===== src/rtl/sr_latch_ctrl.sv =====
// Purpose : round-robin sequencer sharing one cross-coupled SR latch between requesters A and B.
// Latency : grant edge to ack is PULSE_W+SETTLE_W cycles (illegal set+clr request acks in the cycle after grant).
// Backpr. : requests are levels held until ack; the loser of a tie waits for the next IDLE.
//
// Ports:
//   clk, rst_n            clock, asynchronous active-low reset
//   req_set_a/req_clr_a   requester A operation request (level), ack_a one-cycle completion
//   req_set_b/req_clr_b   requester B operation request (level), ack_b one-cycle completion
//   clr_err               synchronous clear of the sticky err flags
//   latch_ns/latch_nr     registered active-low set/reset drive into the latch
//   latch_q               latch output feedback
//   busy                  high whenever the sequencer is not IDLE
//   err[1:0]              sticky: [0] illegal request, [1] verify mismatch
//
// Optional feature macro: SR_LATCH_CTRL_VERIFY_EN enables the latch_q readback check.
module sr_latch_ctrl #(
    parameter int PULSE_W  = 2,
    parameter int SETTLE_W = 1
) (
    input  logic       clk,
    input  logic       rst_n,
    input  logic       req_set_a,
    input  logic       req_clr_a,
    output logic       ack_a,
    input  logic       req_set_b,
    input  logic       req_clr_b,
    output logic       ack_b,
    input  logic       clr_err,
    output logic       latch_ns,
    output logic       latch_nr,
    input  logic       latch_q,
    output logic       busy,
    output logic [1:0] err
);

    typedef enum logic [1:0] {
        IDLE   = 2'd0,
        PULSE  = 2'd1,
        SETTLE = 2'd2,
        DONE   = 2'd3
    } state_t;

    localparam logic [7:0] LP_PULSE  = 8'(PULSE_W);
    localparam logic [7:0] LP_SETTLE = 8'(SETTLE_W);

    state_t     r_state, w_state_nxt;
    logic [7:0] r_cnt, w_cnt_nxt;
    logic       r_ptr_b, w_ptr_b_nxt;     // round-robin pointer: 0 = A has priority
    logic       r_gnt_b, w_gnt_b_nxt;     // requester owning the current operation
    logic       r_exp_q, w_exp_q_nxt;     // q value the latch should hold afterwards
    logic       r_ns, w_ns_nxt;
    logic       r_nr, w_nr_nxt;
    logic [1:0] r_err;

    logic       w_pend_a, w_pend_b, w_sel_b, w_sel_set, w_sel_clr;
    logic       w_err_ill, w_chk, w_err_ver;

    assign w_pend_a  = req_set_a | req_clr_a;
    assign w_pend_b  = req_set_b | req_clr_b;
    // B wins when it is the only one pending, or both pend and the pointer favours B.
    assign w_sel_b   = w_pend_b & (~w_pend_a | r_ptr_b);
    assign w_sel_set = w_sel_b ? req_set_b : req_set_a;
    assign w_sel_clr = w_sel_b ? req_clr_b : req_clr_a;

    always_comb begin
        w_state_nxt = r_state;
        w_cnt_nxt   = r_cnt;
        w_ptr_b_nxt = r_ptr_b;
        w_gnt_b_nxt = r_gnt_b;
        w_exp_q_nxt = r_exp_q;
        w_ns_nxt    = r_ns;
        w_nr_nxt    = r_nr;
        w_err_ill   = 1'b0;
        w_chk       = 1'b0;
        case (r_state)
            IDLE: begin
                if (w_pend_a | w_pend_b) begin
                    w_gnt_b_nxt = w_sel_b;
                    w_ptr_b_nxt = ~w_sel_b;
                    if (w_sel_set & w_sel_clr) begin
                        // Conflicting request: no pulse, just flag and acknowledge.
                        w_err_ill   = 1'b1;
                        w_state_nxt = DONE;
                    end else begin
                        w_exp_q_nxt = w_sel_set;
                        w_ns_nxt    = ~w_sel_set;
                        w_nr_nxt    = ~w_sel_clr;
                        w_cnt_nxt   = LP_PULSE;
                        w_state_nxt = PULSE;
                    end
                end
            end
            PULSE: begin
                if (r_cnt <= 8'd1) begin
                    w_ns_nxt = 1'b1;
                    w_nr_nxt = 1'b1;
                    if (LP_SETTLE == 8'd0) begin
                        w_chk       = 1'b1;
                        w_state_nxt = DONE;
                    end else begin
                        w_cnt_nxt   = LP_SETTLE;
                        w_state_nxt = SETTLE;
                    end
                end else begin
                    w_cnt_nxt = r_cnt - 8'd1;
                end
            end
            SETTLE: begin
                if (r_cnt <= 8'd1) begin
                    w_chk       = 1'b1;
                    w_state_nxt = DONE;
                end else begin
                    w_cnt_nxt = r_cnt - 8'd1;
                end
            end
            DONE: begin
                w_state_nxt = IDLE;
            end
            default: begin
                w_state_nxt = IDLE;
            end
        endcase
    end

    // The readback is taken on the edge that enters DONE so a mismatch flag
    // becomes visible in the same cycle as the ack.
`ifdef SR_LATCH_CTRL_VERIFY_EN
    assign w_err_ver = w_chk & (latch_q != r_exp_q);
`else
    logic w_unused;
    assign w_unused  = latch_q ^ r_exp_q ^ w_chk;
    assign w_err_ver = 1'b0;
`endif

    always_ff @(posedge clk or negedge rst_n) begin
        if (!rst_n) begin
            r_state <= IDLE;
            r_cnt   <= 8'd0;
            r_ptr_b <= 1'b0;
            r_gnt_b <= 1'b0;
            r_exp_q <= 1'b0;
            r_ns    <= 1'b1;
            r_nr    <= 1'b1;
            r_err   <= 2'b00;
        end else begin
            r_state <= w_state_nxt;
            r_cnt   <= w_cnt_nxt;
            r_ptr_b <= w_ptr_b_nxt;
            r_gnt_b <= w_gnt_b_nxt;
            r_exp_q <= w_exp_q_nxt;
            r_ns    <= w_ns_nxt;
            r_nr    <= w_nr_nxt;
            // A flag being raised beats a simultaneous clear.
            r_err   <= (r_err & {2{~clr_err}}) | {w_err_ver, w_err_ill};
        end
    end

    assign latch_ns = r_ns;
    assign latch_nr = r_nr;
    assign busy     = (r_state != IDLE);
    assign ack_a    = (r_state == DONE) & ~r_gnt_b;
    assign ack_b    = (r_state == DONE) &  r_gnt_b;
    assign err      = r_err;

endmodule

===== config.mk =====
export PLATFORM = sky130hd
export DESIGN_NAME = sr_latch_ctrl
export DESIGN_NICKNAME = d
export VERILOG_FILES = /design/src/rtl/sr_latch_ctrl.sv
export SDC_FILE = /design/constraint.sdc
export NUM_CORES = 1
export LEC_CHECK = 0
export BUFFER_PORTS_ARGS = -buffer_cell sky130_fd_sc_hd__buf_2
export CAP_MARGIN = 20
export CORE_ASPECT_RATIO = 1.2
export CORE_MARGIN = 2
export CORE_UTILIZATION = 30
export DETAILED_ROUTE_END_ITERATION = 6
export SLEW_MARGIN = 10
export SYNTH_ARGS = -nofsm -noshare
export SYNTH_HDL_FRONTEND = slang
export SYNTH_SLANG_ARGS = --single-unit

===== constraint.sdc =====
create_clock -name clk -period 2.44 [get_ports clk]
set_clock_uncertainty 0.1 [all_clocks]
set_input_delay 0.488 -clock clk [delete_from_list [all_inputs] [get_ports clk]]
set_output_delay 0.488 -clock clk [all_outputs]
set_load 0.02 [all_outputs]

# Word-level counts from Yosys, hierarchy flattened
# Cells that the tools add are included.
[word_totals]
wordCells = 63
in_bits = 8
output_inout_bits = 7
regBits = 16
[classes]
eq_ne = 8
n_lt_le_gt_ge = 1
n_mux = 22
n_bitwise = 16
reduce_logical = 8
add_sub_neg = 1
[ops]
columns = ["operator", "count"]
rows = [
  ["$mux 8", 4],
  ["$pmux 8 s3", 1],
  ["$mux 1", 10],
  ["$ne 2x2->1 const B", 5],
  ["$le 8x1->1 const B", 1],
  ["$mux 2", 4],
  ["$pmux 2 s4", 1],
  ["$reduce_and 4->1", 2],
  ["$sub 8x1->8 const B", 1],
  ["$not 1->1", 6],
  ["$and 1x1->1", 4],
  ["$eq 2x2->1 const B", 2],
  ["$or 1x1->1", 4],
  ["$pmux 1 s2", 2],
  ["$reduce_bool 2->1", 2],
  ["$reduce_and 3->1", 1],
  ["$reduce_bool 3->1", 1],
  ["$and 2x2->2", 1],
  ["$eq 2x1->1 const B", 1],
  ["$logic_not 2->1", 1],
  ["$or 2x1->2", 1],
  ["$reduce_and 2->1", 1],
]

# Logic depth before layout (Yosys ltp)
# Gate-level depths: netlist (run 1).
[logic_depth]
ltp_word = 10
ltp_mapped = 7
depth_no_buf = 6

# Least setup slack after synthesis (run 1)
# No wires, ideal clock.
[synth_timing]
path_kind = "register to register"
start = "register r_cnt[0]"
end = "register r_cnt[7]"
arrival_time_ns = 1.670
period_less_slack_ns = 1.891
stages_incl_launch_ff = 8
setup_time_ns = 0.121
setup_slack_ns = 0.549
required_time_ns = 2.219
n_path_buf = 1
cell_sequence = "dfrtp_1 -> inv_1 -> ha_1 -> o211a_1 -> a221oi_2 -> buf_4 -> o21ai_1 -> a22o_1"
[synth_between]
elab_chain_len = 3
elab_cells_between_ends = 7
cone_classes = "add/sub (1); order compare (1); eq/ne (1); mux (3); reduce/logical (1)"
[synth_lines]
columns = ["element", "line_no", "text"]
rows = [
  ["start, declared", "47", "logic [7:0] r_cnt, w_cnt_nxt;"],
  ["start signal, assigned", "147", "r_cnt <= w_cnt_nxt;"],
  ["$sub 8x1->8 / $le 8x1->1 (equally long branches)", "-", ""],
  ["$mux 8 (tied with other cells)", "109", "if (r_cnt <= 8'd1) begin"],
  ["$pmux 8 s3 / $reduce_and 4->1 (equally long branches)", "-", ""],
]
# Parallel ways exist; a longest one is shown, timed or not. The select of a mux whose other input is x is not followed.
# A chain may end at the register's enable or synchronous reset.

# Worst setup path after layout (run 1)
[layout_timing]
start = "register r_cnt[0]"
end = "register r_cnt[2]"
# Same word-level chain as after synthesis.

==> impl_metrics.env, run 1 <==
export IMPL_cellPowerDensity_nw_per_um2=1500
export IMPL_hp_class="input pin to async pin"
export IMPL_synth_area_um2=1060
export IMPL_criticalPathCategory="register to register"
export IMPL_die_height_um=69.3
export IMPL_dr_pass1_iters=4
export IMPL_grt_pass1_vias=877
export IMPL_post_cts_resized=0
export IMPL_final_common_cell="dfrtp_1"
export IMPL_dieArea_um2=4040
export IMPL_cts_root_buf="clkbuf_8"
export IMPL_yosys_area_top_type_share_pct=32.9
export IMPL_synth_cell_types=35
export IMPL_comb_power_share_pct=58.7
export IMPL_critPathLaunch="r_cnt[0]"
export IMPL_yosys_area_share_simple_pct=15.7
export IMPL_worst_slew_pin_slew_ps=395
export IMPL_core_area_um2=3370
export IMPL_cp_top_family="compound AO/OA/AOI/OAI gates"
export IMPL_path_buf_inv=2
export IMPL_path_clk_slew_ps=70
export IMPL_drive_above_1_share_pct=21.9
export IMPL_finalNonFillerCells=165
export IMPL_dp_cells=161
export IMPL_synthAdderAreaFrac_pct=7.05
export IMPL_yosysWarnings=0
export IMPL_dr_total_vias=882
export IMPL_fill_cells=344
export IMPL_rsz0062_at_grt="no"
export IMPL_synth_top_family_by_area="compound AO/OA/AOI/OAI gates"
export IMPL_critPathCaptureType="register"
export IMPL_setup_violations=0
export IMPL_required_ps=2480
export IMPL_layout_setup_ws_ps=238
export IMPL_num_rows=23
export IMPL_final_setup_tns_ps=0
export IMPL_p_int_mw=1.00
export IMPL_synth_ff_latch_count=16
export IMPL_die_x_um=58.4
export IMPL_nNetsFinal=143
export IMPL_worstPathMaxFanout=7
export IMPL_synthMuxAreaShare_pct=4.94
export IMPL_cp_slowest_cell="dfrtp_1"
export IMPL_peakVddDrop_uv=741
export IMPL_clock_sinks=16
export IMPL_diodes=0
export IMPL_slew_headroom_pct=73.7
export IMPL_syn_avg_cell_area_um2=9.26
export IMPL_tritoncts="built"
export IMPL_cp_arrival_ps=2250
export IMPL_wl_per_cell_um=12.7
export IMPL_htree_levels=1
export IMPL_clockPowerShare_pct=13.4
export IMPL_drt_iter0_drc=7
export IMPL_pwr_share_seq_pct=27.9
export IMPL_synth_largest_area_cell="dfrtp_1"
export IMPL_slowest_delay_ps=440
export IMPL_areaGrowthSynthToFinish_pct=13.0
export IMPL_synth_fp_nets=129
export IMPL_io_buffers=13
export IMPL_status="completed"
export IMPL_dpl_hpwl_mm=1.66
export IMPL_drt_vias_per_instance=5.35
export IMPL_p_sw_share_pct=44.6
export IMPL_gp_congestion=0.779
export IMPL_fmax_ghz=0.454
export IMPL_start_kind="register"
export IMPL_p_leak_nw=0.581
export IMPL_cts_buffers=3
export IMPL_clk_latency_ps=250
export IMPL_io_pins=15
export IMPL_final_cell_mix="dfrtp_1, buf_2, o21ai_0"
export IMPL_synthXorXnorAreaFrac_pct=1.53
export IMPL_p_sw_mw=0.804
export IMPL_synthTopCellsByArea="dfrtp_1, ha_1, dfstp_2, o21ai_0, a22o_1"
export IMPL_antenna_left=0
export IMPL_yosysSeqAreaShare_pct=37.8
export IMPL_grt_max_degree=17
export IMPL_max_cap_violations=0
export IMPL_slew_viol_final=0
export IMPL_post_cts_buffers=0
export IMPL_synth_compound_area_share_pct=26.4
export IMPL_grt_overflow_total=0
export IMPL_cts_max_path_buffers=2
export IMPL_r2r_start="r_cnt[0]"
export IMPL_start_util_pct=31.6
export IMPL_drc=0
export IMPL_holdWs_ps=41.4
export IMPL_path_cells="inv_1 -> ha_1 -> o211a_1 -> a221oi_2 -> buf_4 -> o21ai_1 -> a22o_1"
export IMPL_drt_total_wl_mm=2.10
export IMPL_antenna_found_initial=0
export IMPL_period_share_pct=90.3
export IMPL_synthCells=115
export IMPL_grt_pass1_wl_mm=3.80
export IMPL_pre_cts_slack_ps=236
export IMPL_hold_viol_final=0
export IMPL_min_period_ps=2200
export IMPL_cts_hold_fix_buffers=0
export IMPL_grt_usage_pct=11.5
cells in the mapped netlist:
| cell type | number |
|---|---|
| o211a_1 | 1 |
| buf_2 | 1 |
| nor4_2 | 1 |
| o21a_2 | 1 |
| buf_4 | 4 |
| a2bb2oi_1 | 1 |
| nor2b_1 | 4 |
| inv_1 | 9 |
| nand2_1 | 9 |
| mux2i_1 | 3 |
| o211ai_1 | 2 |
| or2_2 | 1 |
| o21ai_0 | 10 |
| a21bo_1 | 1 |
| o41a_1 | 1 |
| o221ai_2 | 1 |
| o21ai_1 | 3 |
| a311o_1 | 1 |
| and2_1 | 2 |
| a21boi_0 | 2 |
| xor2_2 | 1 |
| a221oi_2 | 1 |
| dfrtp_1 | 14 |
| o21a_1 | 2 |
| nor2_1 | 9 |
| nand3_1 | 2 |
| mux2_2 | 2 |
| o2bb2ai_1 | 1 |
| nor4_1 | 2 |
| nand2b_1 | 1 |
| a21oi_1 | 6 |
| a22o_1 | 5 |
| dfstp_2 | 2 |
| ha_1 | 6 |
| nor3_1 | 3 |
per-layer routing:
metal,global-route usage [%],routed length (µm),vias up
li1,-,-,436
met1,14.9,937,429
met2,19.0,1060,14
met3,1.87,72,3
met4,4.13,28,0
met5,0,0,-
flip-flops by register name, summed over array words and instances (netlist names):
name      flops
r_ptr_b       1
r_gnt_b       1
latch_ns      1
r_cnt         8
err           2
latch_nr      1
r_state       2
per-stage QoR:
stage	power [mW]	util [%]	cell area, µm²
floorplan	1.35	-	1060
global placement	1.54	34.1	1150
detailed placement	1.57	34.1	1150
CTS	1.82	35.7	1200
global route	1.99	35.7	1200
finish	1.80	35.7	1200
final timing paths:
kind,endpoint,slack [ps],depth (start not counted)
setup / recovery,r_cnt[2],240,7
hold reg to reg,err[1],410,1
min in group clk,err[1],290,2
hold / removal,r_cnt[0],40,1
max in group asynchronous,latch_nr,1890,1
setup reg to reg,r_cnt[2],240,7
kinds of logic (layout without fill, tap and decap cells):
family	count (synthesis)	in the layout
and+or+nand+nor	34	34
adders and majority gates	6	6
buffers and inverters	14	27
AOI/OAI and AO/OA	39	39
muxes	5	5
xor gates and xnor gates	1	1
DFF	16	16
final cells by class:
class                   count  area, µm²  area share (%)
inverters                   9       33.8            2.81
clock buffers               4       55.1            4.57
multi-input cells          85        593            49.3
repair buffers             14       72.6            6.03
flip-flops and latches     16        403            33.5
well taps                  37       46.3            3.85
power by group through the flow:
stage          Clock, mW  Combinational (mW)  Sequential (mW)
5_1_grt            0.259                1.21            0.518
2_1_floorplan          0               0.861            0.493
4_1_cts            0.244                1.07            0.503
3_5_place_dp           0                1.07            0.506
6_report           0.241                1.06            0.504
3_3_place_gp           0                1.04            0.499
No activity file was read; power rests on OpenSTA's default activity.
==> inputs of run 2 (changes only) <==
--- a/config.mk
+++ b/config.mk
@@ -11,6 +11,7 @@
 export CORE_MARGIN = 2
 export CORE_UTILIZATION = 30
 export DETAILED_ROUTE_END_ITERATION = 6
+export HOLD_SLACK_MARGIN = 0.12
 export SLEW_MARGIN = 10
 export SYNTH_ARGS = -nofsm -noshare
 export SYNTH_HDL_FRONTEND = slang
==> constraint.sdc (replaced) <==
create_clock -name clk -period 2.7 [get_ports clk]
set_clock_uncertainty 0.1 [all_clocks]
set_input_delay 0.54 -clock clk [delete_from_list [all_inputs] [get_ports clk]]
set_output_delay 0.54 -clock clk [all_outputs]
set_load 0.02 [all_outputs]
==> impl_metrics.env, run 2 (synthesis gave the netlist of run 1 again) <==
export IMPL_slew_viol_final=0
export IMPL_required_ps=2740
export IMPL_drt_vias_per_instance=5.13
export IMPL_grt_usage_pct=11.0
export IMPL_cellPowerDensity_nw_per_um2=1340
export IMPL_finalNonFillerCells=166
export IMPL_cts_max_path_buffers=2
export IMPL_drt_total_wl_mm=2.05
export IMPL_start_kind="register"
export IMPL_period_share_pct=81.6
export IMPL_cp_top_family="compound AO/OA/AOI/OAI gates"
export IMPL_grt_pass1_wl_mm=3.59
export IMPL_cts_buffers=3
export IMPL_diodes=0
export IMPL_path_buf_inv=2
export IMPL_final_setup_tns_ps=0
export IMPL_dr_pass1_iters=2
export IMPL_worstPathMaxFanout=7
export IMPL_critPathCaptureType="register"
export IMPL_die_height_um=69.3
export IMPL_met2_usage_pct=19.4
export IMPL_hold_viol_final=0
export IMPL_clk_latency_ps=240
export IMPL_worst_slew_pin_slew_ps=420
export IMPL_final_cell_mix="dfrtp_1, buf_2, o21ai_0"
export IMPL_dr_total_vias=852
export IMPL_rrSetupSlack_ps=500
export IMPL_slowest_delay_ps=440
export IMPL_final_common_cell="dfrtp_1"
export IMPL_criticalPathCategory="register to register"
export IMPL_nNetsFinal=144
export IMPL_drive_above_1_share_pct=21.7
export IMPL_clock_sinks=16
export IMPL_drc=0
export IMPL_htree_levels=1
export IMPL_dpl_hpwl_mm=1.66
export IMPL_pre_cts_slack_ps=456
export IMPL_slew_headroom_pct=72.0
export IMPL_layout_setup_ws_ps=497
export IMPL_cts_root_buf="clkbuf_8"
export IMPL_path_cells="inv_1 -> ha_1 -> o211a_1 -> a221oi_2 -> buf_4 -> o21ai_1 -> a22o_1"
export IMPL_tritoncts="built"
export IMPL_io_pins=15
export IMPL_grt_use_met3_pct=2.43
export IMPL_path_clk_slew_ps=60
export IMPL_antenna_found_initial=0
export IMPL_die_x_um=58.4
export IMPL_grt_use_met1_pct=13.4
export IMPL_cp_arrival_ps=2240
export IMPL_wl_per_cell_um=12.4
export IMPL_start_util_pct=31.6
export IMPL_dieArea_um2=4040
export IMPL_num_rows=23
export IMPL_peakVddDrop_uv=554
export IMPL_drt_iter0_drc=4
export IMPL_largest_register_ffs=8
export IMPL_fin_area_um2=1210
export IMPL_areaGrowthSynthToFinish_pct=14.0
export IMPL_holdWs_ps=360
export IMPL_p_leak_nw=0.585
export IMPL_grt_pass1_vias=880
export IMPL_grt_max_degree=17
export IMPL_status="completed"
export IMPL_dp_cells=161
export IMPL_io_buffers=13
export IMPL_grt_overflow_total=0
export IMPL_min_period_ps=2200
export IMPL_antenna_left=0
export IMPL_gp_congestion=0.781
export IMPL_regMostFlops="r_cnt"
export IMPL_cp_slowest_cell="dfrtp_1"
export IMPL_hp_class="input pin to register"
export IMPL_fill_cells=346
export IMPL_max_cap_violations=0
export IMPL_fmax_ghz=0.454
export IMPL_busiest_layer="met2"
export IMPL_dpl_cell_area_um2=1150
export IMPL_setup_violations=0
export IMPL_rsz0062_at_grt="no"
export IMPL_core_area_um2=3370
run 2: cell types whose count changed in the layout (fill, tap and decap cells not counted):
cell,previous run,this run
dlygate4sd3_1,0,1
run 2: area by class of cell:
class	count	area (µm²)	area share, %
multi-input combinational	85	593	48.9
tap	37	46.3	3.81
timing repair buffer	15	82.6	6.80
inverter	9	33.8	2.78
clock buffer	4	55.1	4.54
sequential	16	403	33.2
run 2: power breakdown:
part / switching, mW / leakage (nW) / internal [mW]
combinational: 0.541 / 0.354 / 0.422
sequential: 0.0990 / 0.202 / 0.354
clock: 0.0807 / 0.0288 / 0.129
total: 0.720 / 0.585 / 0.905
run 2: final timing paths:
kind | endpoint | cells after the start | start
max | r_cnt[2] | 7 | r_cnt[0]
min | err[1] | 2 | clr_err
max reg2reg | r_cnt[2] | 7 | r_cnt[0]
min reg2reg | r_cnt[3] | 1 | r_cnt[3]
max in group asynchronous | latch_ns | 2 | rst_n
min in group asynchronous | r_state[0] | 2 | rst_n
run 2: metal layers:
layer  up-vias  share of wire [%]  wire length [µm]
li1        441                  -                 -
met1       400                 46               955
met2        11                 51              1050
met3         0                2.6                54
met4         0                  0                 0
met5         -                  0                 0
run 2: repair_timing:
action	in CTS	in global routing
hold buffers	1	0
setup endpoints to repair	0	0
resized for setup	0	0
buffers inserted	0	0
hold endpoints to repair	14	0
run 2: per-stage QoR:
| step | util (%) | total power [mW] |
|---|---|---|
| floorplan | - | 1.22 |
| CTS | 36.0 | 1.64 |
| finish | 36.0 | 1.63 |
| global placement | 34.1 | 1.39 |
| global route | 36.0 | 1.78 |
| detailed placement | 34.1 | 1.42 |
run 2: worst reg2reg max path, stage by stage, from the launching register on:
cell and delay (ps):
dfrtp_1 440, inv_1 80, ha_1 260, o211a_1 280
a221oi_2 420, buf_4 230, o21ai_1 70, a22o_1 220
==> inputs of run 3 (changes only) <==
--- a/config.mk
+++ b/config.mk
@@ -5,6 +5,7 @@
 export SDC_FILE = /design/constraint.sdc
 export NUM_CORES = 1
 export LEC_CHECK = 0
+export ABC_AREA = 1
 export BUFFER_PORTS_ARGS = -buffer_cell sky130_fd_sc_hd__buf_2
 export CAP_MARGIN = 20
 export CORE_ASPECT_RATIO = 1.2
==> constraint.sdc (replaced) <==
create_clock -name clk -period 2.1 [get_ports clk]
set_clock_uncertainty 0.1 [all_clocks]
set_input_delay 0.42 -clock clk [delete_from_list [all_inputs] [get_ports clk]]
set_output_delay 0.42 -clock clk [all_outputs]
set_load 0.02 [all_outputs]
==> impl_metrics.env, run 3 <==
export IMPL_yosys_area_share_simple_pct=39.8
export IMPL_nNetsFinal=193
export IMPL_yosysSeqAreaShare_pct=35.2
export IMPL_dr_pass1_iters=4
export IMPL_cellPowerDensity_nw_per_um2=1820
export IMPL_die_height_um=71.7
export IMPL_drt_iter0_drc=23
export IMPL_r2r_start="r_state[0]"
export IMPL_start_kind="register"
export IMPL_layout_setup_ws_ps=316
export IMPL_hold_viol_final=0
export IMPL_drt_total_wl_mm=2.30
export IMPL_min_from="clr_err"
export IMPL_worst_slew_pin_slew_ps=371
export IMPL_synth_fp_nets=174
export IMPL_dpl_cell_area_um2=1270
export IMPL_synthAdderAreaFrac_pct=6.55
export IMPL_hp_class="input pin to register"
export IMPL_r2r_end="r_cnt[2]"
export IMPL_synth_compound_area_share_pct=7.31
export IMPL_critPathCaptureType="output pin"
export IMPL_antenna_left=0
export IMPL_tritoncts="built"
export IMPL_antenna_found_initial=0
export IMPL_synth_area_um2=1150
export IMPL_syn_avg_cell_area_um2=7.16
export IMPL_max_cap_violations=0
export IMPL_start_util_pct=31.3
export IMPL_path_clk_slew_ps=70
export IMPL_areaGrowthSynthToFinish_pct=16.7
export IMPL_required_ps=1580
export IMPL_final_util_pct=36.5
export IMPL_synthMuxAreaShare_pct=0
export IMPL_synth_top_family_by_area="simple AND/OR/NAND/NOR gates"
export IMPL_num_rows=24
export IMPL_drive_above_1_share_pct=21.9
export IMPL_peakVddDrop_uv=708
export IMPL_synth_commonest_cells="nand2_1, inv_1, nor2_1"
export IMPL_dieArea_um2=4330
export IMPL_async_flop_share_pct=100
export IMPL_synth_edff_count=0
export IMPL_synthCells=160
export IMPL_post_cts_buffers=0
export IMPL_grt_pass1_vias=1007
export IMPL_diodes=0
export IMPL_final_cell_mix="nand2_1, inv_1, nor2_1"
export IMPL_dr_total_vias=1028
export IMPL_reg2reg_depth=8
export IMPL_p_total_mw=2.44
export IMPL_seq_area_um2=403
export IMPL_clk_latency_ps=250
export IMPL_io_pins=15
export IMPL_cts_max_path_buffers=2
export IMPL_grt_usage_pct=12.1
export IMPL_cp_arrival_ps=1260
export IMPL_fill_cells=420
export IMPL_synthXorXnorAreaFrac_pct=2.29
export IMPL_fin_area_um2=1340
export IMPL_final_setup_tns_ps=0
export IMPL_synthFlopType="dfrtp_1"
export IMPL_period_share_pct=84.9
export IMPL_clock_sinks=16
export IMPL_slew_headroom_pct=75.3
export IMPL_regMostFlops="r_cnt"
export IMPL_criticalPathCategory="register to output pin"
export IMPL_drt_vias_per_instance=4.47
export IMPL_synth_ff_latch_count=16
export IMPL_min_to="err[1]"
export IMPL_synth_cell_types=24
export IMPL_cts_buffers=3
export IMPL_wl_per_cell_um=10.0
export IMPL_slew_viol_final=0
export IMPL_whs_path_depth=2
export IMPL_grt_max_degree=17
export IMPL_pre_cts_slack_ps=371
export IMPL_synthTopCellsByArea="dfrtp_1, nand2_1, nand3_1, inv_1, nor2_1"
export IMPL_yosys_area_top_type_share_pct=30.6
export IMPL_status="completed"
export IMPL_drc=0
export IMPL_htree_levels=1
export IMPL_rrSetupSlack_ps=340
export IMPL_fmax_ghz=0.561
export IMPL_dpl_hpwl_mm=1.75
export IMPL_core_area_um2=3660
export IMPL_worstPathMaxFanout=5
export IMPL_final_common_cell="nand2_1"
export IMPL_grt_overflow_total=0
export IMPL_gp_congestion=0.788
export IMPL_cts_root_buf="clkbuf_8"
export IMPL_p_leak_nw=0.738
export IMPL_min_period_ps=1780
export IMPL_yosysWarnings=0
export IMPL_setup_violations=0
export IMPL_rsz0062_at_grt="no"
export IMPL_grt_pass1_wl_mm=4.14
export IMPL_largest_register_ffs=8
export IMPL_synth_largest_area_cell="dfrtp_1"
export IMPL_multiInputGateArea_um2=642
export IMPL_io_buffers=13
export IMPL_die_x_um=60.4
export IMPL_synth_most_common_cell="nand2_1"
## run 3: cell types whose count changed after synthesis, moves of 3 or more
| cell | previous run | this run |
|---|---|---|
| nand2_1 | 9 | 44 |
| nand3_1 | 2 | 17 |
| inv_1 | 9 | 21 |
| nor2_1 | 9 | 21 |
| nand2_2 | 0 | 7 |
| o21ai_0 | 10 | 4 |
| a22o_1 | 5 | 0 |
| buf_4 | 4 | 0 |
| nor2b_1 | 4 | 0 |
| inv_2 | 0 | 3 |
| mux2i_1 | 3 | 0 |
| nor3_1 | 3 | 0 |
## run 3: critical path, cell delays in order, from the launching register on
cell and delay [ps]:
dfrtp_1 400, inv_1 110, ha_1 260, inv_1 80, buf_2 160
## run 3: through the flow
stage | std cells | hold slack, ps
after global placement | 225 | 267
after CTS | 230 | 229
after floorplan | 160 | 24.4
after global routing | 230 | 244
final | 230 | 228
after detailed placement | 225 | 265
## run 3: cell type report
type / instances / area share, %
Tap cell: 52 / 4.86
Timing Repair Buffer: 15 / 6.17
Multi-Input combinational cell: 119 / 48.0
Sequential cell: 16 / 30.1
Clock buffer: 4 / 4.12
Inverter: 24 / 6.74
## run 3: metal layers
layer | part of all wire [%] | GRT usage (%) | vias to the layer above
li1 | - | - | 536
met1 | 47 | 15.2 | 472
met2 | 50 | 20.8 | 16
met3 | 2.3 | 1.81 | 4
met4 | 0.78 | 4.35 | 0
met5 | 0 | 0 | -
## run 3: power by group
group,switching [mW],leakage (nW),total [mW],internal [mW]
Sequential,0.109,0.202,0.577,0.468
Clock,0.113,0.0288,0.279,0.166
Combinational,1.02,0.507,1.58,0.559
Total,1.24,0.738,2.44,1.19
## run 3: logic make-up (layout without fill, tap and decap cells)
kind of cell               count (synthesis)  count (layout)
and+or+nand+nor                           97              97
xor gates and xnor gates                   3               3
AOI/OAI and AO/OA                         13              13
DFF                                       16              16
buffers and inverters                     25              43
adders and majority gates                  6               6
## run 3: worst max path at each step
stage / from / endpoint / cells after the start
CTS: r_state[0] / busy / 4
global route: r_state[0] / r_cnt[4] / 8
finish: r_state[0] / busy / 4
global placement: r_state[0] / r_cnt[7] / 8
floorplan: r_state[0] / r_cnt[3] / 8
detailed placement: r_state[0] / r_cnt[2] / 8
## run 3: repair_timing
| action | CTS | global route |
|---|---|---|
| hold buffers | 1 | 0 |
| endpoints found under the hold margin | 14 | 0 |
| setup endpoints to repair | 0 | 0 |
| gates resized for setup | 0 | 0 |
